[src/rtl/systolic_pe_if.sv]
// systolic_pe_if -- bundle of the systolic PE's data, control and result
// handshake signals.
//
// Parameters:
//   W      operand width
//   ACC_W  result width
//
// Signals:
//   a_in/a_vld_in, b_in/b_vld_in   west/north operands and their valids
//   mode, clear                    semiring select, abandon accumulation
//   a_out/a_vld_out, b_out/b_vld_out  registered east/south forwards
//   res/res_vld/res_rdy            result valid/ready handshake
//   ovr                            sticky overrun flag
//   res_flag                       wrap/clamp status (SYSTOLIC_PE_STATUS_EN only)
//
// Modports:
//   master  the side feeding operands and consuming results
//   slave   the processing element
interface systolic_pe_if #(
    parameter int unsigned W     = 8,
    parameter int unsigned ACC_W = 16
);
    logic [W-1:0]     a_in;
    logic             a_vld_in;
    logic [W-1:0]     b_in;
    logic             b_vld_in;
    logic [1:0]       mode;
    logic             clear;
    logic [W-1:0]     a_out;
    logic             a_vld_out;
    logic [W-1:0]     b_out;
    logic             b_vld_out;
    logic [ACC_W-1:0] res;
    logic             res_vld;
    logic             res_rdy;
    logic             ovr;
`ifdef SYSTOLIC_PE_STATUS_EN
    logic             res_flag;
`endif

    modport master (
        output a_in, a_vld_in, b_in, b_vld_in, mode, clear, res_rdy,
        input  a_out, a_vld_out, b_out, b_vld_out, res, res_vld, ovr
`ifdef SYSTOLIC_PE_STATUS_EN
        , input res_flag
`endif
    );

    modport slave (
        input  a_in, a_vld_in, b_in, b_vld_in, mode, clear, res_rdy,
        output a_out, a_vld_out, b_out, b_vld_out, res, res_vld, ovr
`ifdef SYSTOLIC_PE_STATUS_EN
        , output res_flag
`endif
    );
endinterface

[src/rtl/systolic_pe.sv]
// systolic_pe -- one W-bit processing element of the systolic grid.
//
// Forwards operand a east and operand b south with one cycle of latency,
// folds every valid (a,b) pair into a local accumulator under one of four
// semirings (wrap MAC, saturating MAC, min-plus, max-plus) and, after K
// pairs, presents the result through a valid/ready output register. The
// wavefront is never stalled: a result arriving while the previous one is
// still unconsumed overwrites it and sets the sticky ovr flag.
//
// Parameters:
//   W      operand width (unsigned)
//   ACC_W  accumulator/result width, >= 2*W
//   K      pairs per result, >= 1
//
// Ports:
//   clk    clock
//   reset  synchronous, active-high
//   bus    systolic_pe_if.slave (operands, forwards, mode/clear, result)
//
// Optional feature: define SYSTOLIC_PE_STATUS_EN to add bus.res_flag, set
// when any addition of the delivered result wrapped (mode 0) or clamped
// (mode 1); always 0 for the min/max modes.
module systolic_pe #(
    parameter int unsigned W     = 8,
    parameter int unsigned ACC_W = 16,
    parameter int unsigned K     = 8
) (
    input logic          clk,
    input logic          reset,
    systolic_pe_if.slave bus
);

    localparam int unsigned CNT_W = (K > 1) ? $clog2(K) : 1;
    localparam logic [CNT_W-1:0] LAST = CNT_W'(K - 1);

    typedef enum logic [1:0] {
        MODE_WRAP = 2'd0,
        MODE_SAT  = 2'd1,
        MODE_MIN  = 2'd2,
        MODE_MAX  = 2'd3
    } mode_e;

    logic [W-1:0]     r_a_out;
    logic             r_a_vld_out;
    logic [W-1:0]     r_b_out;
    logic             r_b_vld_out;
    logic [CNT_W-1:0] r_cnt;
    mode_e            r_mode;
    logic [ACC_W-1:0] r_acc;
    logic [ACC_W-1:0] r_res;
    logic             r_res_vld;
    logic             r_ovr;

    logic             w_pair;
    logic             w_first;
    logic             w_last;
    logic             w_load;
    mode_e            w_mode;
    logic [2*W-1:0]   w_prod;
    logic [W:0]       w_sum;
    logic [ACC_W-1:0] w_term;
    logic [ACC_W:0]   w_add;
    logic [ACC_W-1:0] w_acc_next;

`ifdef SYSTOLIC_PE_STATUS_EN
    logic             r_flag_acc;
    logic             r_res_flag;
    logic             w_flag_next;
`endif

    always_comb begin
        w_pair  = bus.a_vld_in & bus.b_vld_in;
        w_first = (r_cnt == '0);
        w_last  = (r_cnt == LAST);
        w_load  = w_pair & ~bus.clear & w_last;

        // The first pair of a result uses the live mode; later pairs use
        // the mode latched on that first pair.
        w_mode  = w_first ? mode_e'(bus.mode) : r_mode;

        w_prod  = {{W{1'b0}}, bus.a_in} * {{W{1'b0}}, bus.b_in};
        w_sum   = {1'b0, bus.a_in} + {1'b0, bus.b_in};
        w_term  = ((w_mode == MODE_MIN) || (w_mode == MODE_MAX))
                  ? ACC_W'(w_sum) : ACC_W'(w_prod);

        // Extra top bit is the wrap/clamp indicator for modes 0/1.
        w_add   = {1'b0, r_acc} + {1'b0, w_term};

        w_acc_next = w_term;
`ifdef SYSTOLIC_PE_STATUS_EN
        w_flag_next = 1'b0;
`endif
        if (!w_first) begin
            unique case (r_mode)
                MODE_WRAP: begin
                    w_acc_next = w_add[ACC_W-1:0];
`ifdef SYSTOLIC_PE_STATUS_EN
                    w_flag_next = r_flag_acc | w_add[ACC_W];
`endif
                end
                MODE_SAT: begin
                    w_acc_next = w_add[ACC_W] ? '1 : w_add[ACC_W-1:0];
`ifdef SYSTOLIC_PE_STATUS_EN
                    w_flag_next = r_flag_acc | w_add[ACC_W];
`endif
                end
                MODE_MIN: w_acc_next = (w_term < r_acc) ? w_term : r_acc;
                MODE_MAX: w_acc_next = (w_term > r_acc) ? w_term : r_acc;
                default:  w_acc_next = w_term;
            endcase
        end
    end

    always_ff @(posedge clk) begin
        if (reset) begin
            r_a_out     <= '0;
            r_a_vld_out <= 1'b0;
            r_b_out     <= '0;
            r_b_vld_out <= 1'b0;
            r_cnt       <= '0;
            r_mode      <= MODE_WRAP;
            r_acc       <= '0;
            r_res       <= '0;
            r_res_vld   <= 1'b0;
            r_ovr       <= 1'b0;
`ifdef SYSTOLIC_PE_STATUS_EN
            r_flag_acc  <= 1'b0;
            r_res_flag  <= 1'b0;
`endif
        end else begin
            r_a_out     <= bus.a_in;
            r_a_vld_out <= bus.a_vld_in;
            r_b_out     <= bus.b_in;
            r_b_vld_out <= bus.b_vld_in;

            // clear outranks a same-cycle pair, including the K-th one.
            if (bus.clear) begin
                r_cnt <= '0;
            end else if (w_pair) begin
                if (w_first) begin
                    r_mode <= w_mode;
                end
                r_acc <= w_acc_next;
`ifdef SYSTOLIC_PE_STATUS_EN
                r_flag_acc <= w_flag_next;
`endif
                if (w_last) begin
                    r_cnt <= '0;
                    r_res <= w_acc_next;
`ifdef SYSTOLIC_PE_STATUS_EN
                    r_res_flag <= w_flag_next;
`endif
                end else begin
                    r_cnt <= r_cnt + 1'b1;
                end
            end

            if (w_load) begin
                r_res_vld <= 1'b1;
                if (r_res_vld && !bus.res_rdy) begin
                    r_ovr <= 1'b1;
                end
            end else if (r_res_vld && bus.res_rdy) begin
                r_res_vld <= 1'b0;
            end
        end
    end

    assign bus.a_out     = r_a_out;
    assign bus.a_vld_out = r_a_vld_out;
    assign bus.b_out     = r_b_out;
    assign bus.b_vld_out = r_b_vld_out;
    assign bus.res       = r_res;
    assign bus.res_vld   = r_res_vld;
    assign bus.ovr       = r_ovr;
`ifdef SYSTOLIC_PE_STATUS_EN
    assign bus.res_flag  = r_res_flag;
`endif

endmodule

[src/flat_wrapper.sv]
// flat-port wrapper written by rule: the top's interface ports become plain ports
module systolic_pe_flat 
#(
    parameter int unsigned W     = 8,
    parameter int unsigned ACC_W = 16,
    parameter int unsigned K     = 8
)
  (clk, reset, bus_a_in, bus_a_vld_in, bus_b_in, bus_b_vld_in, bus_mode, bus_clear, bus_res_rdy, bus_a_out, bus_a_vld_out, bus_b_out, bus_b_vld_out, bus_res, bus_res_vld, bus_ovr);
  systolic_pe_if #(.W(W), .ACC_W(ACC_W)) bus_i ();
  input logic clk;
  input logic reset;
  input wire logic [$bits(bus_i.a_in)-1:0] bus_a_in;
  input wire logic [$bits(bus_i.a_vld_in)-1:0] bus_a_vld_in;
  input wire logic [$bits(bus_i.b_in)-1:0] bus_b_in;
  input wire logic [$bits(bus_i.b_vld_in)-1:0] bus_b_vld_in;
  input wire logic [$bits(bus_i.mode)-1:0] bus_mode;
  input wire logic [$bits(bus_i.clear)-1:0] bus_clear;
  input wire logic [$bits(bus_i.res_rdy)-1:0] bus_res_rdy;
  output wire logic [$bits(bus_i.a_out)-1:0] bus_a_out;
  output wire logic [$bits(bus_i.a_vld_out)-1:0] bus_a_vld_out;
  output wire logic [$bits(bus_i.b_out)-1:0] bus_b_out;
  output wire logic [$bits(bus_i.b_vld_out)-1:0] bus_b_vld_out;
  output wire logic [$bits(bus_i.res)-1:0] bus_res;
  output wire logic [$bits(bus_i.res_vld)-1:0] bus_res_vld;
  output wire logic [$bits(bus_i.ovr)-1:0] bus_ovr;
  assign bus_i.a_in = bus_a_in;
  assign bus_i.a_vld_in = bus_a_vld_in;
  assign bus_i.b_in = bus_b_in;
  assign bus_i.b_vld_in = bus_b_vld_in;
  assign bus_i.mode = bus_mode;
  assign bus_i.clear = bus_clear;
  assign bus_i.res_rdy = bus_res_rdy;
  assign bus_a_out = bus_i.a_out;
  assign bus_a_vld_out = bus_i.a_vld_out;
  assign bus_b_out = bus_i.b_out;
  assign bus_b_vld_out = bus_i.b_vld_out;
  assign bus_res = bus_i.res;
  assign bus_res_vld = bus_i.res_vld;
  assign bus_ovr = bus_i.ovr;
  systolic_pe #(.W(W), .ACC_W(ACC_W), .K(K)) u_core (.clk(clk), .reset(reset), .bus(bus_i));
endmodule
[config.mk]
export PLATFORM = sky130hd
export DESIGN_NAME = systolic_pe_flat
export DESIGN_NICKNAME = d
export VERILOG_FILES = /design/src/rtl/systolic_pe_if.sv /design/src/rtl/systolic_pe.sv /design/src/flat_wrapper.sv
export SDC_FILE = /design/constraint.sdc
export NUM_CORES = 1
export LEC_CHECK = 0
export ABC_CLOCK_PERIOD_IN_PS = 10400
export BUFFER_PORTS_ARGS = -buffer_cell sky130_fd_sc_hd__buf_4
export CAP_MARGIN = 20
export CORE_ASPECT_RATIO = 0.5
export CORE_MARGIN = 1
export CORE_UTILIZATION = 50
export CTS_BUF_LIST = sky130_fd_sc_hd__clkbuf_2
export CTS_CLUSTER_DIAMETER = 60
export CTS_CLUSTER_SIZE = 12
export DETAILED_ROUTE_END_ITERATION = 10
export GPL_TIMING_DRIVEN = 0
export PLACE_DENSITY = 0.78
export SYNTH_ARGS = -nofsm -noshare
export SYNTH_HDL_FRONTEND = slang
export SYNTH_SLANG_ARGS = --single-unit
[constraint.sdc]
create_clock -name clk -period 10.4 [get_ports clk]
set_clock_uncertainty 0.05 [all_clocks]
set_input_delay 1.04 -clock clk [delete_from_list [all_inputs] [get_ports clk]]
set_output_delay 1.04 -clock clk [all_outputs]
set_load 0.03 [all_outputs]
==> results.py <==
metrics = {
    "clock_tree": {
        "hold_buffers": 0,
        "post_cts_buffers": 0,
        "ctsResizeCount": 0,
        "clk-insertion-delay-late_ns": 0.55,
        "cts_buffers": 9,
        "cts_buffer_depth": 2,
        "root_buffer": "clkbuf_2",
        "cts_tree": "built",
        "clk_pin_slew_ns": 0.18,
        "numClockSinks": 57,
        "htreeDepth": 3,
    },
    "critical_path": {
        "worst-setup-path-type": "in -> reg",
        "critPathMostFrequentCell": "fa_1",
        "end_kind": "flip-flop",
        "start_kind": "input pin",
        "slowest_stage": "fa_1",
        "path_max_fanout": 10,
        "critical_path_required_ns": 10.83,
        "cp.arrival_ns": 8.56,
        "worst_path_largest_cell_delay_ns": 0.55,
    },
    "placed_design": {
        "post-place-ws_ns": 1.806,
        "place.gp.congestion": 0.9434,
        "hpwl_um": 13330,
        "postPlaceCellArea_um2": 6844,
        "io_buffers": 59,
    },
    "cells_and_area": {
        "final_area_um2": 6958,
        "area_delta_synth_final_pct": 12.32,
        "drive_gt1_frac": 0.1153,
        "fin_nets": 960,
        "layout_common_cells": "92 x inv_1, 79 x ha_1, 59 x buf_4",
        "mostFrequentLayoutCell": "inv_1",
    },
    "logic_synthesis": {
        "synth.distinct_cells": 66,
        "yosys-mux-area-fraction": 0.01656,
        "synth_fp_nets": 890,
        "synthXorXnorAreaFrac": 0.04100,
        "avgSynthCellArea_um2": 8.271,
        "syn_area_um2": 6195,
        "synth-compound-area-share": 0.1949,
        "synth-simple-area-share": 0.2060,
        "async_reset_ff_frac": 0,
        "postSynthCellCount": 749,
        "ys_dominant_reg_cell": "dfxtp_1",
        "ys_warn_count": 0,
        "synthAdderAreaFrac": 0.2840,
        "synth_edf_count": 0,
        "yosys_register_bits": 57,
        "seq_area_frac_synth": 0.1842,
        "synth_top_family_by_area": "adder cells",
    },
    "detailed_routing": {
        "drt-pass1-iter-count": 5,
        "drc": 0,
        "wl_um": 17260,
        "drt_iter0_drc": 383,
        "postRouteAntennaNets": 0,
        "viasPerCell": 5.736,
        "wl_per_cell_um": 17.43,
        "vias": 5679,
    },
    "grt": {
        "use_met3": 0.05010,
        "grt-ovfl-total": 0,
        "antenna_found_initial": 1,
        "grt.busiest_layer": "met2",
        "grt_pass1_wl_um": 27630,
        "met1_usage": 0.3682,
        "grt_start_max_net_pins": 11,
        "grtUsageMet2": 0.4693,
        "track_usage": 0.2786,
        "grt_pass1_vias": 5459,
    },
    "die": {
        "core_um2": 11950,
        "start_util": 0.5185,
        "rows": 28,
        "io_pins": 60,
        "die-area_um2": 12870,
        "die_x_um": 159.4,
        "die_y_um": 80.71,
    },
    "sta": {
        "finalHoldViolCount": 0,
        "fin_crit_sh": 0.7820,
        "timing.hold.ws_ns": 0.4228,
        "rsz0062_at_grt": "no",
        "worst_slew_pin_slew_ns": 0.6985,
        "finalSetupViolCount": 0,
        "clock.fmax_mhz": 123.0,
        "fin_crit_ns": 8.133,
        "fin_setup_tns_ns": 0,
        "maxSlewViolCount": 0,
        "postLayoutSetupSlackWorst_ns": 2.267,
        "slew_headroom": 0.5301,
    },
    "pwr": {
        "p_per_area_nw_per_um2": 187.9,
        "power_leakage_nw": 3.216,
        "p_total_mw": 1.307,
        "ir_drop_mv": 0.1233,
    },
    "run": {
        "maxCapViolCount": 0,
    },
    "hold_path": {
        "hp-class": "reg -> reg",
    },
    "status": {
        "outcome": "finished, final reports clean",
    },
}
==> sequential cells by signal, indices dropped and copies added (netlist names), named ones only <==
signal and count:
u_core.r_cnt 3, u_core.bus.b_vld_out 1, u_core.bus.b_out 8, u_core.bus.ovr 1, u_core.r_mode 1, u_core.bus.a_vld_out 1
u_core.bus.a_out 8, u_core.bus.res_vld 1, u_core.r_acc 16, u_core.bus.res 16
==> per-layer routing <==
| metal | share of wire | wire length, um |
|---|---|---|
| met5 | 0 | 0 |
| met4 | 0.017 | 294 |
| met3 | 0.064 | 1101 |
| met2 | 0.45 | 7695 |
| met1 | 0.47 | 8167 |
==> cell usage after synthesis (3+ instances only) <==
cell / count / area share
nand2b_1: 11 / 0.011
mux2i_1: 5 / 0.0081
nor3b_1: 4 / 0.0048
buf_1: 4 / 0.0024
nor3_1: 18 / 0.015
o211ai_1: 6 / 0.0073
dfxtp_1: 57 / 0.18
o21bai_1: 6 / 0.0073
a211oi_1: 8 / 0.0097
clkbuf_1: 17 / 0.010
o22ai_1: 6 / 0.0061
fa_1: 38 / 0.12
ha_1: 79 / 0.16
o31ai_1: 15 / 0.018
nand2_1: 32 / 0.019
and2_1: 50 / 0.050
xnor2_1: 22 / 0.031
a311oi_1: 6 / 0.0085
inv_1: 92 / 0.056
a31o_2: 4 / 0.0057
a21o_1: 12 / 0.015
nand3_1: 8 / 0.0065
a211o_1: 4 / 0.0057
xor2_1: 7 / 0.0099
o41ai_1: 4 / 0.0057
nor2b_1: 23 / 0.023
a21oi_1: 45 / 0.036
nor2_1: 54 / 0.033
buf_2: 3 / 0.0024
nand4_1: 3 / 0.0030
o21a_1: 6 / 0.0073
o21ai_0: 26 / 0.021
nor4_1: 3 / 0.0030
nand3b_1: 9 / 0.011
or3_1: 11 / 0.011
and3_1: 4 / 0.0040
a31oi_1: 10 / 0.010
==> stage by stage <==
stage	std cells	utilization
2_1_floorplan	749	-
3_3_place_gp	973	0.5729
3_5_place_dp	973	0.5729
4_1_cts	989	0.5822
5_1_grt	990	0.5824
6_report	990	0.5824
==> report_power, final <==
| part | switching, mW | internal (mW) | leakage, nW | total (mW) |
|---|---|---|---|---|
| Combinational | 0.561 | 0.357 | 2.68 | 0.918 |
| Clock | 0.0979 | 0.0570 | 0.0719 | 0.155 |
| Sequential | 0.00618 | 0.228 | 0.466 | 0.234 |
==> logic make-up (layout without fill, tap and decap cells) <==
family | Yosys count | in the layout
buffers and inverters | 118 | 193
other | 0 | 1
adder cells (fa/ha/maj) | 118 | 118
flip-flops | 57 | 57
AND/OR/NAND/NOR | 238 | 238
XOR/XNOR | 29 | 29
multiplexers | 9 | 9
AO/OA/AOI/OAI | 180 | 180
==> layout make-up <==
| type | count | area (um2) |
|---|---|---|
| fillers | 1087 | 4989 |
| multi-input cells | 574 | 4599 |
| flip-flops and latches | 57 | 1141 |
| repair buffers | 59 | 442.9 |
| inverters | 93 | 349.1 |
| well taps | 165 | 206.4 |
| plain buffers | 25 | 105.1 |
| clock inverters | 5 | 56.30 |
| clock buffers | 11 | 55.05 |
| diodes | 1 | 2.502 |
==> worst max-delay path: cells and delay by family <==
| family | cells | cell delay (ns) |
|---|---|---|
| buffers and inverters | 6 | 0.70 |
| multiplexers | 2 | 0.61 |
| AO/OA/AOI/OAI | 11 | 2.46 |
| adder cells (fa/ha/maj) | 6 | 2.89 |
| XOR/XNOR | 1 | 0.31 |
| AND/OR/NAND/NOR | 4 | 0.52 |
==> path summary, 6_finish.rpt <==
| path | from | endpoint | slack [ns] | cells past startpoint |
|---|---|---|---|---|
| max | bus_a_in[0] | u_core.bus.res[12] | 2.27 | 30 |
| min reg2reg | u_core.bus.res[12] | u_core.bus.res[12] | 0.42 | 2 |
| min | u_core.bus.res[12] | u_core.bus.res[12] | 0.42 | 2 |
| max reg2reg | u_core.r_cnt[0] | u_core.bus.res[5] | 4.88 | 19 |
Power figures use the tool's default switching activity.
